File: src/rtl/vga_pkg.sv
// Shared definitions for the VGA scanout slice.
//   vga_timing_t  : one axis of video timing (active / front porch / sync / back porch)
//   VGA_640X480_H : horizontal timing of 640x480@60
//   VGA_640X480_V : vertical timing of 640x480@60
//   rgb_t         : one-bit-per-channel pixel, packed {r,g,b}
//   cnt_width()   : bits needed for a counter that runs 0..total-1
package vga_pkg;

    typedef struct packed {
        logic [15:0] active;
        logic [15:0] fp;
        logic [15:0] sync;
        logic [15:0] bp;
    } vga_timing_t;

    localparam vga_timing_t VGA_640X480_H = '{active: 16'd640, fp: 16'd16, sync: 16'd96, bp: 16'd48};
    localparam vga_timing_t VGA_640X480_V = '{active: 16'd480, fp: 16'd10, sync: 16'd2,  bp: 16'd33};

    typedef struct packed {
        logic r;
        logic g;
        logic b;
    } rgb_t;

    function automatic int cnt_width(input int total);
        return (total > 1) ? $clog2(total) : 1;
    endfunction

endpackage

File: src/rtl/vga_axis_counter.sv
// One timing axis (horizontal or vertical) of the VGA raster.
//   clk, rst : clock, asynchronous active-high reset
//   en       : when low the count is held at 0
//   advance  : step the count by one (pixel tick for h, line wrap for v)
//   cnt      : position 0..TOTAL-1
//   active   : cnt is inside the visible region
//   sync     : cnt is inside the sync pulse region (active-high flag)
//   wrap     : advance is set and cnt is at TOTAL-1 (next value is 0)
module vga_axis_counter
    import vga_pkg::*;
#(
    parameter int ACTIVE = 640,
    parameter int FP     = 16,
    parameter int SYNC   = 96,
    parameter int BP     = 48,
    localparam int TOTAL = ACTIVE + FP + SYNC + BP,
    localparam int W     = cnt_width(TOTAL)
) (
    input  logic         clk,
    input  logic         rst,
    input  logic         en,
    input  logic         advance,
    output logic [W-1:0] cnt,
    output logic         active,
    output logic         sync,
    output logic         wrap
);

    logic last;

    assign last   = (int'(cnt) == TOTAL - 1);
    assign wrap   = advance && last;
    assign active = (int'(cnt) < ACTIVE);
    assign sync   = (int'(cnt) >= ACTIVE + FP) && (int'(cnt) < ACTIVE + FP + SYNC);

    always_ff @(posedge clk or posedge rst) begin
        if (rst) begin
            cnt <= '0;
        end else if (!en) begin
            cnt <= '0;
        end else if (advance) begin
            cnt <= last ? '0 : cnt + 1'b1;
        end
    end

endmodule

File: src/rtl/vga_scanout.sv
// VGA timing generator and framebuffer scanout engine.
//   clk, rst     : system clock, asynchronous active-high reset
//   en           : scanout enable; low holds everything idle at (0,0)
//   fb_addr      : framebuffer read address (line_base + col)
//   fb_rd        : one-clk read strobe, issued once per replicated pixel group
//   fb_data      : {r,g,b} returned SRAM_LATENCY clks after fb_rd
//   vga_r/g/b    : colour outputs, zero outside the visible area
//   vga_hsync/vsync : active-low sync pulses
//   frame_start  : one-clk pulse when pixel (0,0) is driven on the outputs
//   vblank       : high while the driven line is in vertical blanking
//
// Read timing: fb_rd is a strobe with fixed latency, not a handshake. It fires
// on the pixel-tick clk of the first pixel of each 2^S-wide group; fb_data is
// captured exactly SRAM_LATENCY clks later, which lands before the next tick
// as long as SRAM_LATENCY <= CLK_DIV-1. The output stage then consumes the
// latched pixel one tick after the counters were at that position.
module vga_scanout
    import vga_pkg::*;
#(
    parameter int H_ACTIVE     = int'(VGA_640X480_H.active),
    parameter int H_FP         = int'(VGA_640X480_H.fp),
    parameter int H_SYNC       = int'(VGA_640X480_H.sync),
    parameter int H_BP         = int'(VGA_640X480_H.bp),
    parameter int V_ACTIVE     = int'(VGA_640X480_V.active),
    parameter int V_FP         = int'(VGA_640X480_V.fp),
    parameter int V_SYNC       = int'(VGA_640X480_V.sync),
    parameter int V_BP         = int'(VGA_640X480_V.bp),
    parameter int CLK_DIV      = 2,
    parameter int SCALE_LOG2   = 2,
    parameter int COLOUR_BITS  = 1,
    parameter int SRAM_LATENCY = 1,
    parameter int FB_A_WIDTH   = 15
) (
    input  logic                     clk,
    input  logic                     rst,
    input  logic                     en,
    output logic [FB_A_WIDTH-1:0]    fb_addr,
    output logic                     fb_rd,
    input  logic [3*COLOUR_BITS-1:0] fb_data,
    output logic [COLOUR_BITS-1:0]   vga_r,
    output logic [COLOUR_BITS-1:0]   vga_g,
    output logic [COLOUR_BITS-1:0]   vga_b,
    output logic                     vga_hsync,
    output logic                     vga_vsync,
    output logic                     frame_start,
    output logic                     vblank
);

    localparam int HW    = cnt_width(H_ACTIVE + H_FP + H_SYNC + H_BP);
    localparam int VW    = cnt_width(V_ACTIVE + V_FP + V_SYNC + V_BP);
    localparam int DW    = cnt_width(CLK_DIV);
    localparam int FB_W  = H_ACTIVE >> SCALE_LOG2;
    localparam int CB    = COLOUR_BITS;
    localparam logic [HW-1:0] H_MASK = HW'((1 << SCALE_LOG2) - 1);
    localparam logic [VW-1:0] V_MASK = VW'((1 << SCALE_LOG2) - 1);

    logic [DW-1:0]           div;
    logic                    tick;
    logic [HW-1:0]           h_cnt;
    logic [VW-1:0]           v_cnt;
    logic                    h_active, h_sync, h_wrap;
    logic                    v_active, v_sync, v_wrap;
    logic                    pix_active;
    logic                    h_grp_first, h_grp_last, v_grp_last;
    logic [FB_A_WIDTH-1:0]   line_base, col;
    logic [SRAM_LATENCY-1:0] rd_pipe;
    logic [3*CB-1:0]         pix;
    logic                    d_active, d_hsync, d_vsync, d_vblank, d_first;

    // Pixel clock enable.
    assign tick = en && (int'(div) == CLK_DIV - 1);

    always_ff @(posedge clk or posedge rst) begin
        if (rst) begin
            div <= '0;
        end else if (!en || tick) begin
            div <= '0;
        end else begin
            div <= div + 1'b1;
        end
    end

    vga_axis_counter #(.ACTIVE(H_ACTIVE), .FP(H_FP), .SYNC(H_SYNC), .BP(H_BP)) u_h (
        .clk(clk), .rst(rst), .en(en), .advance(tick),
        .cnt(h_cnt), .active(h_active), .sync(h_sync), .wrap(h_wrap)
    );

    vga_axis_counter #(.ACTIVE(V_ACTIVE), .FP(V_FP), .SYNC(V_SYNC), .BP(V_BP)) u_v (
        .clk(clk), .rst(rst), .en(en), .advance(h_wrap),
        .cnt(v_cnt), .active(v_active), .sync(v_sync), .wrap(v_wrap)
    );

    assign pix_active  = h_active && v_active;
    assign h_grp_first = ((h_cnt & H_MASK) == '0);
    assign h_grp_last  = ((h_cnt & H_MASK) == H_MASK);
    assign v_grp_last  = ((v_cnt & V_MASK) == V_MASK);

    // Address = line_base + col, built incrementally so no multiplier is needed.
    // line_base steps by one framebuffer row after the last replicated copy of
    // each row; a frame wrap takes priority and returns it to 0.
    always_ff @(posedge clk or posedge rst) begin
        if (rst) begin
            col       <= '0;
            line_base <= '0;
        end else if (!en) begin
            col       <= '0;
            line_base <= '0;
        end else if (tick) begin
            if (h_wrap) begin
                col <= '0;
                if (v_wrap) begin
                    line_base <= '0;
                end else if (v_active && v_grp_last) begin
                    line_base <= line_base + FB_A_WIDTH'(FB_W);
                end
            end else if (pix_active && h_grp_last) begin
                col <= col + 1'b1;
            end
        end
    end

    assign fb_addr = line_base + col;
    assign fb_rd   = tick && pix_active && h_grp_first;

    // Read-return alignment and pixel latch.
    always_ff @(posedge clk or posedge rst) begin
        if (rst) begin
            rd_pipe <= '0;
            pix     <= '0;
        end else if (!en) begin
            rd_pipe <= '0;
            pix     <= '0;
        end else begin
            rd_pipe <= (rd_pipe << 1) | SRAM_LATENCY'(fb_rd);
            if (rd_pipe[SRAM_LATENCY-1]) begin
                pix <= fb_data;
            end
        end
    end

    // Two stages on tick: d_* captures the counter view of the current pixel,
    // the output registers consume it one tick later together with the latch.
    always_ff @(posedge clk or posedge rst) begin
        if (rst) begin
            d_active    <= 1'b0;
            d_hsync     <= 1'b0;
            d_vsync     <= 1'b0;
            d_vblank    <= 1'b1;
            d_first     <= 1'b0;
            vga_r       <= '0;
            vga_g       <= '0;
            vga_b       <= '0;
            vga_hsync   <= 1'b1;
            vga_vsync   <= 1'b1;
            vblank      <= 1'b1;
            frame_start <= 1'b0;
        end else if (!en) begin
            d_active    <= 1'b0;
            d_hsync     <= 1'b0;
            d_vsync     <= 1'b0;
            d_vblank    <= 1'b1;
            d_first     <= 1'b0;
            vga_r       <= '0;
            vga_g       <= '0;
            vga_b       <= '0;
            vga_hsync   <= 1'b1;
            vga_vsync   <= 1'b1;
            vblank      <= 1'b1;
            frame_start <= 1'b0;
        end else begin
            frame_start <= tick && d_first;
            if (tick) begin
                d_active  <= pix_active;
                d_hsync   <= h_sync;
                d_vsync   <= v_sync;
                d_vblank  <= !v_active;
                d_first   <= (h_cnt == '0) && (v_cnt == '0);
                vga_r     <= d_active ? pix[3*CB-1:2*CB] : '0;
                vga_g     <= d_active ? pix[2*CB-1:CB]   : '0;
                vga_b     <= d_active ? pix[CB-1:0]      : '0;
                vga_hsync <= !d_hsync;
                vga_vsync <= !d_vsync;
                vblank    <= d_vblank;
            end
        end
    end

endmodule

File: config.mk
export PLATFORM = sky130hd
export DESIGN_NAME = vga_scanout
export DESIGN_NICKNAME = d
export VERILOG_FILES = /design/src/rtl/vga_pkg.sv /design/src/rtl/vga_axis_counter.sv /design/src/rtl/vga_scanout.sv
export SDC_FILE = /design/constraint.sdc
export NUM_CORES = 1
export LEC_CHECK = 0
export ABC_AREA = 1
export ABC_CLOCK_PERIOD_IN_PS = 3000
export BUFFER_PORTS_ARGS = -buffer_cell sky130_fd_sc_hd__buf_4
export CORE_AREA = 4 4 87 89
export DETAILED_ROUTE_END_ITERATION = 10
export DIE_AREA = 0 0 91 93
export PLACE_DENSITY = 0.75
export SLEW_MARGIN = 30
export SYNTH_ARGS = -nofsm -noshare
export SYNTH_HDL_FRONTEND = slang
export SYNTH_SLANG_ARGS = --single-unit
File: constraint.sdc
create_clock -name clk -period 3 [get_ports clk]
set_clock_uncertainty 0.05 [all_clocks]
set_input_delay 0.15 -clock clk [delete_from_list [all_inputs] [get_ports clk]]
set_output_delay 0.15 -clock clk [all_outputs]
set_load 0.01 [all_outputs]
==> flow_metrics.tcl <==
set metrics [dict create \
    arrival_ns 1.98 \
    gr-total-overflow 0 \
    yosys-top-cells-area "dfrtp_1 (37%), nand2_1 (14%), inv_1 (6.3%)" \
    setup_viol 0 \
    crit_path_max_incr_delay_ns 0.47 \
    avgSynthCellArea_um2 7.43 \
    p_leak_nw 2.22 \
    cp-start-kind "flop" \
    worst_pin_slew_ns 0.546 \
    core_mm2 0.00676 \
    dieArea_mm2 0.00846 \
    post-route-util 0.661 \
    power_frac_seq 0.469 \
    gp_congestion 0.871 \
    p_int_w 0.00141 \
    power_density_mw_per_mm2 416 \
    drtIter0Drc 262 \
    vias 3560 \
    cts_tree "done" \
    die_w_um 91 \
    synth_edf_count 0 \
    synth-async-reset-ratio 1.00 \
    grt_first_pass_wirelength_um 16100 \
    max_freq_ghz 0.460 \
    end_kind "output pin" \
    syn_inst 532 \
    wl_per_cell_um 14.0 \
    period_minus_slack_ns 2.18 \
    cts.sinks 62 \
    clockBufferDepth 2 \
    n_antenna_cell 0 \
    rsz0062_at_grt "false" \
    hold_viol_final 0 \
    cts_made_buffers 9 \
    post_dp_cell_area_mm2 0.00419 \
    antenna_left 0 \
    fillers 591 \
    hp-class "in2reg" \
    clkPwrFrac 0.459 \
    syn_area_mm2 0.00395 \
    nNetsFinal 585 \
    slowest_stage "dfrtp_1" \
    fin_area_mm2 0.00446 \
    yosysTopAreaCell "dfrtp_1" \
    yosysSeqAreaShare 0.394 \
    grt_pass1_vias 3481 \
    path_clk_slew_ns 0.08 \
    p_comb_frac 0.072 \
    multi_input_area_mm2 0.00204 \
    p_sw_w 0.000447 \
    htreeDepth 3 \
    start_util 0.585 \
    switching_share 0.241 \
    area_growth_pct 12.9 \
    ios 29 \
    yosysUniqueCellTypes 38 \
    crit_chain "ha_1 > a21oi_1 > o21ai_0 > a21oi_1 > xnor2_1 > buf_4" \
    first_pass_iters 5 \
    max-slew-margin-rel 0.636 \
    ys_ff_latch 62 \
    grt_use_total 0.235 \
    finalWirelength_um 9080 \
    cp_max_fo 8 \
    seq_area_mm2 0.00156 \
    syn_nets 553 \
    finalCritPeriodShare 0.725 \
    post-cts-setup-buffers 0 \
    via_per_inst 5.49 \
    yosys_warnings 0 \
    layout_common_cells "nand2_1 (143), inv_1 (65), dfrtp_1 (58)" \
    antenna_found_initial 0 \
    final_common_cell "nand2_1" \
    path_class "reg2out" \
    ys.flop_type "dfrtp_1" \
    die_h_um 93 \
    dp_hpwl_um 6660 \
    outcome "complete, no violations" \
    numPortBuffers 28 \
    cts_root_buf "clkbuf_8" \
    required_ns 2.80 \
    placementRows 30 \
    slew_violations 0 \
    layout-drive-gt1-share 0.137 \
    peakVddDrop_uv 372 \
    maxCapViolCount 0 \
    drc 0 \
    clkLatencyLatePin_ns 0.35 \
    fin_setup_tns_ns 0 \
    crit_top_cell "a21oi_1" \
    synth_top_cell_area_share 0.367 \
    grt_max_degree 26 \
]
cell families after synthesis:
group,synth area share
AO/OA/AOI/OAI,0.109
XOR/XNOR,0.0399
adder cells (fa/ha/maj),0.0475
buffers and inverters,0.0899
flip-flops,0.394
AND/OR/NAND/NOR,0.320
area by class of cell:
type / instances / area share
multi-input cells: 386 / 0.458
repair buffers: 34 / 0.0594
clock inverters: 5 / 0.0182
clock buffers: 11 / 0.0339
flip-flops and latches: 62 / 0.349
well taps: 80 / 0.0224
inverters: 71 / 0.0597
worst max-delay path, delay by kind of cell (launching register included):
family | cells | cell delay, ns
adder cells (fa/ha/maj) | 1 | 0.38
XOR/XNOR | 1 | 0.13
AO/OA/AOI/OAI | 3 | 0.51
flip-flops | 1 | 0.47
buffers and inverters | 1 | 0.14
state kept, by name, indices dropped and copies added, names as in the netlist, 3 cells and up:
name	cells
u_h.cnt	10
u_v.cnt	10
pix	3
line_base	10
col	15
power by group through the flow:
stage	Clock, W	Sequential, W	Combinational [W]
after floorplan	0	0.000883	0.0000968
after global placement	0	0.000886	0.000127
after detailed placement	0	0.000887	0.000131
after CTS	0.000870	0.000871	0.000136
after global routing	0.000908	0.000873	0.000153
final	0.000853	0.000872	0.000135
stage by stage:
stage | hold WS, ns | total power (W) | cells | worst slack [ns]
finish | 0.149 | 0.00186 | 649 | 0.825
global route | 0.147 | 0.00193 | 649 | 0.583
CTS | 0.134 | 0.00188 | 649 | 0.818
floorplan | 0.226 | 0.000980 | 532 | 1.27
global placement | 0.123 | 0.00101 | 629 | 1.24
detailed placement | 0.140 | 0.00102 | 629 | 1.21
metal layers:
layer  GRT usage  share of wire  wire length (µm)
met5           0              0                 0
met4       0.117          0.021               191
met3      0.0362          0.043               386
met2       0.373           0.47              4290
met1       0.314           0.46              4210
cells in the mapped netlist (all sizes together), types with 6 or more instances:
cell type,number
a21oi,24
o21ai,34
nor2,59
inv,70
nor3,6
buf,8
nand2,150
nand4,18
dfrtp,58
xor2,14
ha,15
nand3,44
worst paths after layout:
| kind | startpoint | endpoint | slack, ns | depth (start not counted) |
|---|---|---|---|---|
| max in group asynchronous | rst | vga_vsync$_DFFE_PP1N_ | 1.83 | 4 |
| hold reg to reg | d_vsync$_DFFE_PP0N_ | vga_vsync$_DFFE_PP1N_ | 0.37 | 1 |
| setup reg to reg | u_h.cnt[1]$_DFFE_PP0N_ | line_base[8]$_DFFE_PP0P_ | 1.18 | 8 |
| hold / removal | en | col[8]$_DFFE_PP0P_ | 0.15 | 3 |
| min in group asynchronous | rst | col[1]$_DFFE_PP0P_ | 0.32 | 3 |
| setup / recovery | line_base[9]$_DFFE_PP0P_ | fb_addr[10] | 0.82 | 6 |
repair_timing:
action                                  in CTS  in global routing
gates resized for setup                      0                  0
hold buffers                                 4                  0
hold endpoints to repair                    21                  0
endpoints found under the setup margin       0                  0
Note: power is estimated with default switching activity, not from simulation.
